File: src/rtl/aes_batch_scheduler.sv
// Batch sequencer between the AHB slave buffers and the AES round core.
// Pops NUM_BLOCKS blocks, runs each through the core, writes results and flags done or error.
module aes_batch_scheduler #(
  parameter int NUM_BLOCKS   = 4,
  parameter int CORE_TIMEOUT = 64
) (
  input  logic                          HCLK,
  input  logic                          HRESETn,
  input  logic                          key_valid,
  input  logic                          mode_dec,
  input  logic [$clog2(NUM_BLOCKS):0]   in_count,
  input  logic [127:0]                  in_block,
  output logic                          in_pop,
  output logic                          core_start,
  output logic                          core_decrypt,
  output logic [127:0]                  core_data,
  input  logic                          core_done,
  input  logic [127:0]                  core_result,
  input  logic                          out_full,
  output logic                          out_wr,
  output logic [$clog2(NUM_BLOCKS)-1:0] out_idx,
  output logic [127:0]                  out_data,
  output logic                          busy,
  output logic                          batch_done,
  output logic                          err,
  input  logic                          err_clr
);

  localparam int IDX_W  = $clog2(NUM_BLOCKS);
  localparam int CNT_W  = IDX_W + 1;
  localparam int WAIT_W = $clog2(CORE_TIMEOUT + 1);

  typedef enum logic [2:0] {
    S_IDLE, S_LOAD, S_ISSUE, S_WAIT, S_STORE, S_DONE, S_ERR
  } state_t;

  state_t              state_reg, state_next;
  logic [IDX_W-1:0]    blk_cnt_reg;
  logic [WAIT_W-1:0]   wait_cnt_reg;
  logic                in_pop_next, core_start_next, out_wr_next;
  logic                busy_next, batch_done_next, err_next;

  always_ff @(posedge HCLK) begin
    if (!HRESETn) state_reg <= S_IDLE;
    else          state_reg <= state_next;
  end

  // Key loss outranks both core_done and timeout, so a result that arrives
  // together with key loss never reaches STORE and is never written.
  always_comb begin
    state_next = state_reg;
    case (state_reg)
      S_IDLE:  if (key_valid && (in_count >= CNT_W'(NUM_BLOCKS)) && !out_full)
                 state_next = S_LOAD;
      S_LOAD:  state_next = key_valid ? S_ISSUE : S_ERR;
      S_ISSUE: state_next = key_valid ? S_WAIT : S_ERR;
      S_WAIT: begin
        if (!key_valid)                                      state_next = S_ERR;
        else if (core_done)                                  state_next = S_STORE;
        else if (wait_cnt_reg == WAIT_W'(CORE_TIMEOUT - 1))  state_next = S_ERR;
      end
      S_STORE: begin
        if (!key_valid)                                 state_next = S_ERR;
        else if (blk_cnt_reg == IDX_W'(NUM_BLOCKS - 1)) state_next = S_DONE;
        else                                            state_next = S_LOAD;
      end
      S_DONE:  state_next = S_IDLE;
      S_ERR:   if (err_clr) state_next = S_IDLE;
      default: state_next = S_IDLE;
    endcase
  end

  // Outputs are decoded from the next state and registered, so each pulse
  // lines up with the cycle spent in its state without any input-to-output path.
  always_comb begin
    in_pop_next     = (state_next == S_LOAD);
    core_start_next = (state_next == S_ISSUE);
    out_wr_next     = (state_next == S_STORE);
    batch_done_next = (state_next == S_DONE);
    err_next        = (state_next == S_ERR);
    busy_next       = (state_next == S_LOAD) || (state_next == S_ISSUE) ||
                      (state_next == S_WAIT) || (state_next == S_STORE);
  end

  always_ff @(posedge HCLK) begin
    if (!HRESETn) begin
      in_pop       <= 1'b0;
      core_start   <= 1'b0;
      out_wr       <= 1'b0;
      busy         <= 1'b0;
      batch_done   <= 1'b0;
      err          <= 1'b0;
      core_decrypt <= 1'b0;
      core_data    <= '0;
      out_idx      <= '0;
      out_data     <= '0;
      blk_cnt_reg  <= '0;
      wait_cnt_reg <= '0;
    end else begin
      in_pop     <= in_pop_next;
      core_start <= core_start_next;
      out_wr     <= out_wr_next;
      busy       <= busy_next;
      batch_done <= batch_done_next;
      err        <= err_next;
      case (state_reg)
        S_IDLE: if (state_next == S_LOAD) begin
          core_decrypt <= mode_dec;
          blk_cnt_reg  <= '0;
        end
        S_LOAD:  if (state_next == S_ISSUE) core_data <= in_block;
        S_ISSUE: wait_cnt_reg <= '0;
        S_WAIT: begin
          wait_cnt_reg <= wait_cnt_reg + WAIT_W'(1);
          if (state_next == S_STORE) begin
            out_data <= core_result;
            out_idx  <= blk_cnt_reg;
          end
        end
        S_STORE: if (state_next == S_LOAD) blk_cnt_reg <= blk_cnt_reg + IDX_W'(1);
        default: ;
      endcase
    end
  end

endmodule

File: config.mk
export PLATFORM = sky130hd
export DESIGN_NAME = aes_batch_scheduler
export DESIGN_NICKNAME = d
export VERILOG_FILES = /design/src/rtl/aes_batch_scheduler.sv
export SDC_FILE = /design/constraint.sdc
export NUM_CORES = 1
export LEC_CHECK = 0
export ABC_AREA = 0
export CORE_AREA = 5 5 203 205
export DETAILED_ROUTE_END_ITERATION = 7
export DIE_AREA = 0 0 208 210
export PLACE_DENSITY_LB_ADDON = 0.25
export SLEW_MARGIN = 20
export SYNTH_ARGS = -nofsm -noshare
export SYNTH_HDL_FRONTEND = slang
export SYNTH_SLANG_ARGS = --single-unit
File: constraint.sdc
create_clock -name HCLK -period 3 [get_ports HCLK]
set_input_delay 0.45 -clock HCLK [delete_from_list [all_inputs] [get_ports HCLK]]
set_output_delay 0.45 -clock HCLK [all_outputs]
set_load 0.01 [all_outputs]
# == After elaboration in Yosys (flattened, before gate mapping) ==
# Index checks and enable logic that the tools add are counted.
# op_classes
addsub,2
order_cmp,1
eq_ne,15
muxes,14
n_reduce_logical,13
# ops
operator,n
two-way mux 3 bit,9
case mux 3 bit (6 select lines),1
== test 3 bit (second input constant),5
case mux 7 bit (2 select lines),1
== test 3 x 2 -> 1 bit (second input constant),4
adder 7 x 1 -> 7 bit (second input constant),1
== test 7 x 6 -> 1 bit (second input constant),1
== test 3 x 1 -> 1 bit (second input constant),2
AND reduction 2 bit,3
two-way mux 2 bit,2
inequality test 2 bit (second input constant),2
case mux 2 bit (2 select lines),1
nonzero test 2 bit,2
greater-or-equal comparator 3 bit (second input constant),1
zero test 3 bit,1
logical OR 1 bit,3
AND reduction 3 bit,1
adder 2 x 1 -> 2 bit (second input constant),1
== test 2 bit (second input constant),1
logical AND 1 bit,2
zero test 1 bit,1
# totals
regBits,277
input_bits,266
out_inout_bits,265
wordCells,58

# == Depth between registers and ports, before layout ==
# Gate-level depths: netlist of run 1.
# logic_depth
word_depth,9
ltp_mapped,9
mapped_depth_nobuf,6

# == Worst setup path before layout of run 1 ==
# No wires, ideal clock.
# synth_timing
path_type,reg-to-reg
from,register wait_cnt_reg[0]
to,register core_data[0]
setup_ps,72
arrival_ps,1946
required_time_ps,2928
setup_slack_ps,982
path_stages_with_launch,9
path_buffers,2
synth_period_minus_slack_ps,2018
cell_sequence,dfxtp_1 > ha_1 > and3_1 > nand4b_1 > a2bb2oi_2 > nor3b_2 > buf_4 > buf_6 > mux2i_1
# synth_via
elab_chain_cells,7
# synth_rtl
item,line_no,source
start: declaration,39,logic [WAIT_W-1:0] wait_cnt_reg;
start signal: assignment,114,wait_cnt_reg <= wait_cnt_reg + WAIT_W'(1);
== test 7 x 6 -> 1 bit,60,else if (wait_cnt_reg == WAIT_W'(CORE_TIMEOUT - 1)) state_next = S_ERR;
two-way mux 3 bit,60,
two-way mux 3 bit,59,else if (core_done) state_next = S_STORE;
two-way mux 3 bit,58,if (!key_valid) state_next = S_ERR;
case mux 3 bit (6 select lines),52,case (state_reg)
== test 3 x 2 -> 1 bit,111,S_LOAD: if (state_next == S_ISSUE) core_data <= in_block;
AND reduction 2 bit (no source line),--,
end signal: assignment,111,
end: declaration,16,"output logic [127:0] core_data,"
# Every way passes these cells.
# A chain may end at the register's enable or synchronous reset.

# == Worst setup path after layout of run 1 ==
# layout_timing
from,register state_reg[0]
to,register out_data[98]
# layout_via
elab_chain_cells,6
word_cells_on_any_way,14
# layout_rtl
item,line_no,source
start: declaration,37,"state_t state_reg, state_next;"
start signal: assignment,45,else state_reg <= state_next;
two-way mux 3 bit,60,
two-way mux 3 bit,59,
two-way mux 3 bit,58,
case mux 3 bit (6 select lines),52,
== test 3 bit,115,if (state_next == S_STORE) begin
AND reduction 2 bit (no source line) *,--,
end signal: assignment,116,out_data <= core_result;
end: declaration,22,"output logic [127:0] out_data,"
# Every way passes the cells marked *; elsewhere a longest branch is shown, timed or not.

==> impl_results.md, run 1 <==
* Crit Path Category: register to register
* Final ANT Viol Nets at 0
* Max Freq at 411 MHz
* Status: completed
* Worst slew margin at 57.1%
* Critical R2R Launch: state_reg[0]
* WP data arrival at 2.88 ns
* Syn-to-layout area delta at 61.7%
* Top cells by count, synth: nand2_1, dfxtp_1, mux2i_1
* Worst Path Max Fanout at 28
* Setup TNS at 0 ns
* Slew @ Worst Pin at 0.643 ns
* Synth area leader: dfxtp_1
* Sequential area share after synthesis at 49.5%
* Max-cap violations at 0
* Final min period at 2.43 ns
* Number of I/O port buffers at 528
* Critical hold path startpoint: HRESETn
* Post-CTS Hold Buffers at 0
* Clock root cell: clkbuf_16
* Post-synth EDFFs at 0
* CTS buffer count at 34
* Met3 WL at 3280 um
* Worst skew pair latency at 0.52 ns
* Chip width at 208 um
* Synth Flop Type: dfxtp_1
* Peak supply drop at 0.397 mV
* Lkg Pwr at 0.00671 uW
* H-Tree Level Count at 2
* Worst-path clk slew at 0.06 ns
* Largest net degree at the start of global routing at 158
* # IOs at 531
* Reg2reg end: out_data[98]
* Yosys top cell area share at 49.5%
* Die ar. at 0.0437 sq mm
* DR vias at 9853
* Final-stage net count at 1992
* DP HPWL at 27900 um
* R2R setup slack at 0.57 ns
* Worst Skew at 0.0149 ns
* Top post-synthesis cells by area: dfxtp_1, mux2i_1, nand2_1
* Most common cell in the netlist: nand2_1
* Initial antenna violation count at 1
* Syn Area/Cell at 9.17 sq um
* Final core occ at 46.1%
* Post-CTS Resized at 0
* WL met2 at 18000 um
* Die Ht at 210 um
* Setup violations, final at 0
* Cells on Worst Hold Path at 3
* Reg2Reg Depth at 7
* Hold Path Class: primary input to register
* Row count at 73
* Drt pass-1 iters at 4
* 1st-iter DRT viols at 472
* Post-CTS Setup Inserts at 0
* Post-synth ARST share at 0%
* Share of cells above drive strength 1 at 5.15%
* DRC Markers at 0
* RSZ-0062 raised after global routing: false
* Netlist cell types at 39
* Core area at 0.0393 sq mm
* Initial Utilization at 28.5%
* Number of global-route vias before repair at 9863
* Mapped Nets at 1489
* Total grt overflow at 0
* Placed Area at 0.0170 sq mm
* Max clock buf depth at 3
* Finished Cell Area at 0.0181 sq mm
* Drt total wl at 37300 um
* Synth Instances at 1221
* Data required, critical path at 3.44 ns
* Tot GR Track Use at 16.1%
* CTS tree: yes
* Top Metal Used: met4
* Drt via density at 4.33
* Sink Count at 277
* Yosys warning total at 0
* Pwr dens at 577 mW/mm^2
* Mapped cell area at 0.0112 sq mm
* Final hold vios at 0
* Final period util at 81.2%
* Yosys reg bits at 277
* First-pass GRT wire length at 56600 um
* Critical Path End Type: register
* WL/cell at 16.4 um
* Hold Path Sink: core_data[84]
* Max Slew Vio Count at 0
* Met1 WL at 14900 um
* Crit start category: register
* GP Congestion at 0.794
-- layout by cell type (no fill, tap or decap), types with 7 or more instances in the layout --
master / count
clkdlybuf4s50_1: 527
clkbuf_1: 7
dfxtp_1: 277
clkbuf_8: 7
a21oi_1: 7
buf_4: 14
mux2i_1: 261
nor2_1: 11
buf_12: 15
nand2_1: 522
clkbuf_16: 37
-- metrics by stage --
stage	std cells	hold slack, ns	worst slack [ns]	power, uW
after floorplan	1221	0.461	0.982	5210
after global placement	2213	0.442	0.378	6340
after detailed placement	2213	0.446	0.333	6370
after CTS	2273	0.276	0.566	10600
after global routing	2274	0.299	0.423	10900
final	2275	0.307	0.565	10400
-- cells by family after synthesis --
logic type | share of synthesized area, %
adder cells (fa/ha/maj) | 0.223
AND/OR/NAND/NOR | 20.0
AO/OA/AOI/OAI | 1.31
multiplexers | 23.3
flip-flops | 49.5
buffers and inverters | 5.65
-- report_power, final --
group	switching (uW)	internal [uW]
logic	913	1220
registers	157	3980
clock network	1590	2590
-- how the worst max path moves through the flow --
| stage | startpoint | to | slack, ns | depth (start not counted) |
|---|---|---|---|---|
| CTS | state_reg[0] | out_data[67] | 0.57 | 7 |
| global route | state_reg[0] | out_data[98] | 0.42 | 7 |
| detailed placement | key_valid | out_data[67] | 0.33 | 7 |
| finish | state_reg[0] | out_data[98] | 0.57 | 7 |
| global placement | key_valid | out_data[84] | 0.38 | 7 |
| floorplan | wait_cnt_reg[0] | core_data[0] | 0.98 | 8 |
-- worst max-delay path: stages, from the launching register on --
cell and delay, ns:
dfxtp_1 0.56, and3b_2 0.32, nand4_4 0.14, o2111ai_4 0.32
and3_4 0.30, buf_12 0.20, buf_12 0.24, mux2i_1 0.23
-- metal layers --
metal / vias up / track usage [%]
met3: 58 / 6.33
met2: 343 / 27.4
met1: 4497 / 18.2
li1: 4955 / -
met5: - / 0
met4: 0 / 6.30
-- area by class of cell --
cell class | instances | area (sq um)
Clock inverter | 9 | 104
Sequential cell | 277 | 5550
Inverter | 5 | 18.8
Tap cell | 525 | 657
Clock buffer | 51 | 1050
Multi-Input combinational cell | 849 | 5030
Antenna cell | 2 | 5.00
Timing Repair Buffer | 557 | 5700
Fill cell | 3762 | 21200
(Power assumes the default switching activity.)
==> inputs of run 2 (changes only) <==
Settings changed: CORE_AREA 5 5 203 205 to 5 5 202 204, DIE_AREA 0 0 208 210 to 0 0 207 209.
Clock period 3 ns to 2.1 ns, I/O delays scaled along.
==> impl_results.md, run 2 (synthesis results as in run 1) <==
* DR vias at 10204 (+3.6%)
* DRC Markers at 0 (unchanged)
* Worst Path Max Fanout at 15 (-46%)
* Commonest non-fill, non-tap cell in the layout: clkdlybuf4s50_1
* Max Freq at 475 MHz (+16%)
* Worst-path clk slew at 0.06 ns (about the same)
* Hold Path Class: primary input to register
* Lkg Pwr at 0.00716 uW (+6.8%)
* Row count at 73 (unchanged)
* Cells on Worst Hold Path at 2 (-1)
* WL/cell at 17.0 um (+3.6%)
* Status: complete, but fails checks
* H-Tree Level Count at 2 (unchanged)
* Drt total wl at 39700 um (+6.6%)
* Setup violations, final at 1 (+1)
* Critical Path End Type: register
* First-pass GRT wire length at 58400 um (+3.1%)
* # IOs at 531 (unchanged)
* Peak supply drop at 0.587 mV (+48%)
* Drt pass-1 iters at 4 (unchanged)
* Final period util at 100% (+19 points)
* Number of I/O port buffers at 528 (unchanged)
* Data required, critical path at 2.55 ns (-0.89 ns)
* Max-cap violations at 0 (unchanged)
* Reg2Reg Depth at 9 (+2)
* Hold Path Sink: busy
* RSZ-0062 raised after global routing: true
* Worst skew pair latency at 0.53 ns (about the same)
* Reg2reg end: out_data[80]
* Failing checks: negative setup slack
* Sink Count at 277 (unchanged)
* Initial Utilization at 28.7% (+0.13 points)
* Tot GR Track Use at 16.7% (+0.61 points)
* Final core occ at 48.6% (+2.5 points)
* Total grt overflow at 0 (unchanged)
* Die ar. at 0.0433 sq mm (-0.95%)
* Final min period at 2.10 ns (-0.331 ns)
* Final ANT Viol Nets at 0 (unchanged)
* Worst slew margin at 71.0% (+14 points)
* R2R setup slack at -0.004 ns (-0.57 ns)
* Commonest cells after routing, fill and taps aside: clkdlybuf4s50_1, nand2_1, dfxtp_1, mux2i_1, buf_4
* Chip width at 207 um (-0.48%)
* Critical hold path startpoint: HRESETn
* DP HPWL at 28600 um (+2.5%)
* Non-filler instance count after layout at 2340 (+2.9%)
* Clock root cell: clkbuf_16
* Worst setup margin at -0.00406 ns (-0.569 ns)
* Pwr dens at 807 mW/mm^2 (+40%)
* Core area at 0.0391 sq mm (-0.47%)
* Critical R2R Launch: wait_cnt_reg[1]
* Crit Path Category: register to register
* Worst Skew at 0.0132 ns (-0.00170 ns)
* Max Slew Vio Count at 0 (unchanged)
* GP Congestion at 0.855 (+7.7%)
* Post-CTS Hold Buffers at 0 (unchanged)
* Placed cells at 2254 (+1.9%)
* Drt via density at 4.36 (+0.69%)
* 1st-iter DRT viols at 447 (-5.3%)
* Final hold vios at 0 (unchanged)
* WP data arrival at 2.55 ns (-0.33 ns)
* Crit start category: register
* Initial antenna violation count at 1 (unchanged)
* Max clock buf depth at 3 (unchanged)
* CTS buffer count at 35 (+2.9%)
* Number of global-route vias before repair at 10452 (+6.0%)
* Syn-to-layout area delta at 69.6%
* Slew @ Worst Pin at 0.435 ns (-0.208 ns)
* Share of cells above drive strength 1 at 9.04% (+3.9 points)
* CTS tree: yes
* Largest net degree at the start of global routing at 106 (-33%)
* Die Ht at 209 um (-0.48%)
* Final-stage net count at 2060 (+3.4%)
run 2: changes by cell type in the layout (fill, tap and decap cells not counted), sizes merged:
| cell | change |
|---|---|
| buf | +56 |
| clkbuf | +13 |
| clkinv | -3 |
| clkinvlp | -1 |
| diode | -1 |
| inv | +1 |
run 2: cell type report:
class	instances	area (sq um)
fillers	3716	20100
diodes	1	2.50
clock inverters	6	86.3
well taps	525	657
flip-flops and latches	277	5550
multi-input cells	849	5070
inverters	5	18.8
repair buffers	624	6580
clock buffers	53	1040
run 2: routing by layer:
metal / global-route usage (%) / wire length, um / vias up
met2: 28.1 / 19100 / 341
met3: 6.67 / 3140 / 77
li1: - / - / 5103
met1: 18.9 / 16000 / 4683
met4: 6.82 / 1480 / 0
met5: 0 / 0 / -
run 2: critical path, stage by stage, from the launching register on:
cell,delay (ns)
dfxtp_2,0.35
ha_4,0.14
and3_4,0.21
nand4b_1,0.13
a2bb2oi_2,0.22
buf_4,0.14
and3_4,0.23
buf_12,0.18
buf_16,0.18
mux2i_2,0.22
run 2: worst max-delay path by stage:
stage	endpoint	start	slack [ns]
final	out_data[80]	wait_cnt_reg[1]	-0.004
after global routing	core_data[109]	wait_cnt_reg[1]	-0.1
after CTS	core_data[103]	wait_cnt_reg[0]	-0.01
after detailed placement	core_data[73]	core_done	-0.32
after global placement	core_data[72]	key_valid	-0.26
after floorplan	core_data[0]	wait_cnt_reg[0]	0.08
run 2: power by group:
group	total [uW]	switching [uW]	internal [uW]
clock network	5890	2250	3640
registers	5910	225	5680
logic	3520	1440	2080
run 2: repair_timing:
| action | 4_1_cts | 5_1_grt |
|---|---|---|
| pin swaps | 2 | 2 |
| resized for setup | 11 | 24 |
| endpoints found under the setup margin | 212 | 239 |
| cloned | 3 | 13 |
| buffers inserted | 4 | 7 |
| hold endpoints to repair | 0 | 0 |
run 2: per-stage QoR:
step	instance area, sq um	hold slack [ns]	worst slack, ns	setup TNS, ns	power [uW]
4_1_cts	18600	0.0829	-0.0127	-0.0903	15300
5_1_grt	19000	0.102	-0.0960	-9.58	16100
2_1_floorplan	11200	0.457	0.0822	0	7440
3_3_place_gp	17300	0.441	-0.256	-49.70	9170
6_report	19000	0.129	-0.00406	-0.00406	15300
3_5_place_dp	17300	0.445	-0.316	-58.35	9200
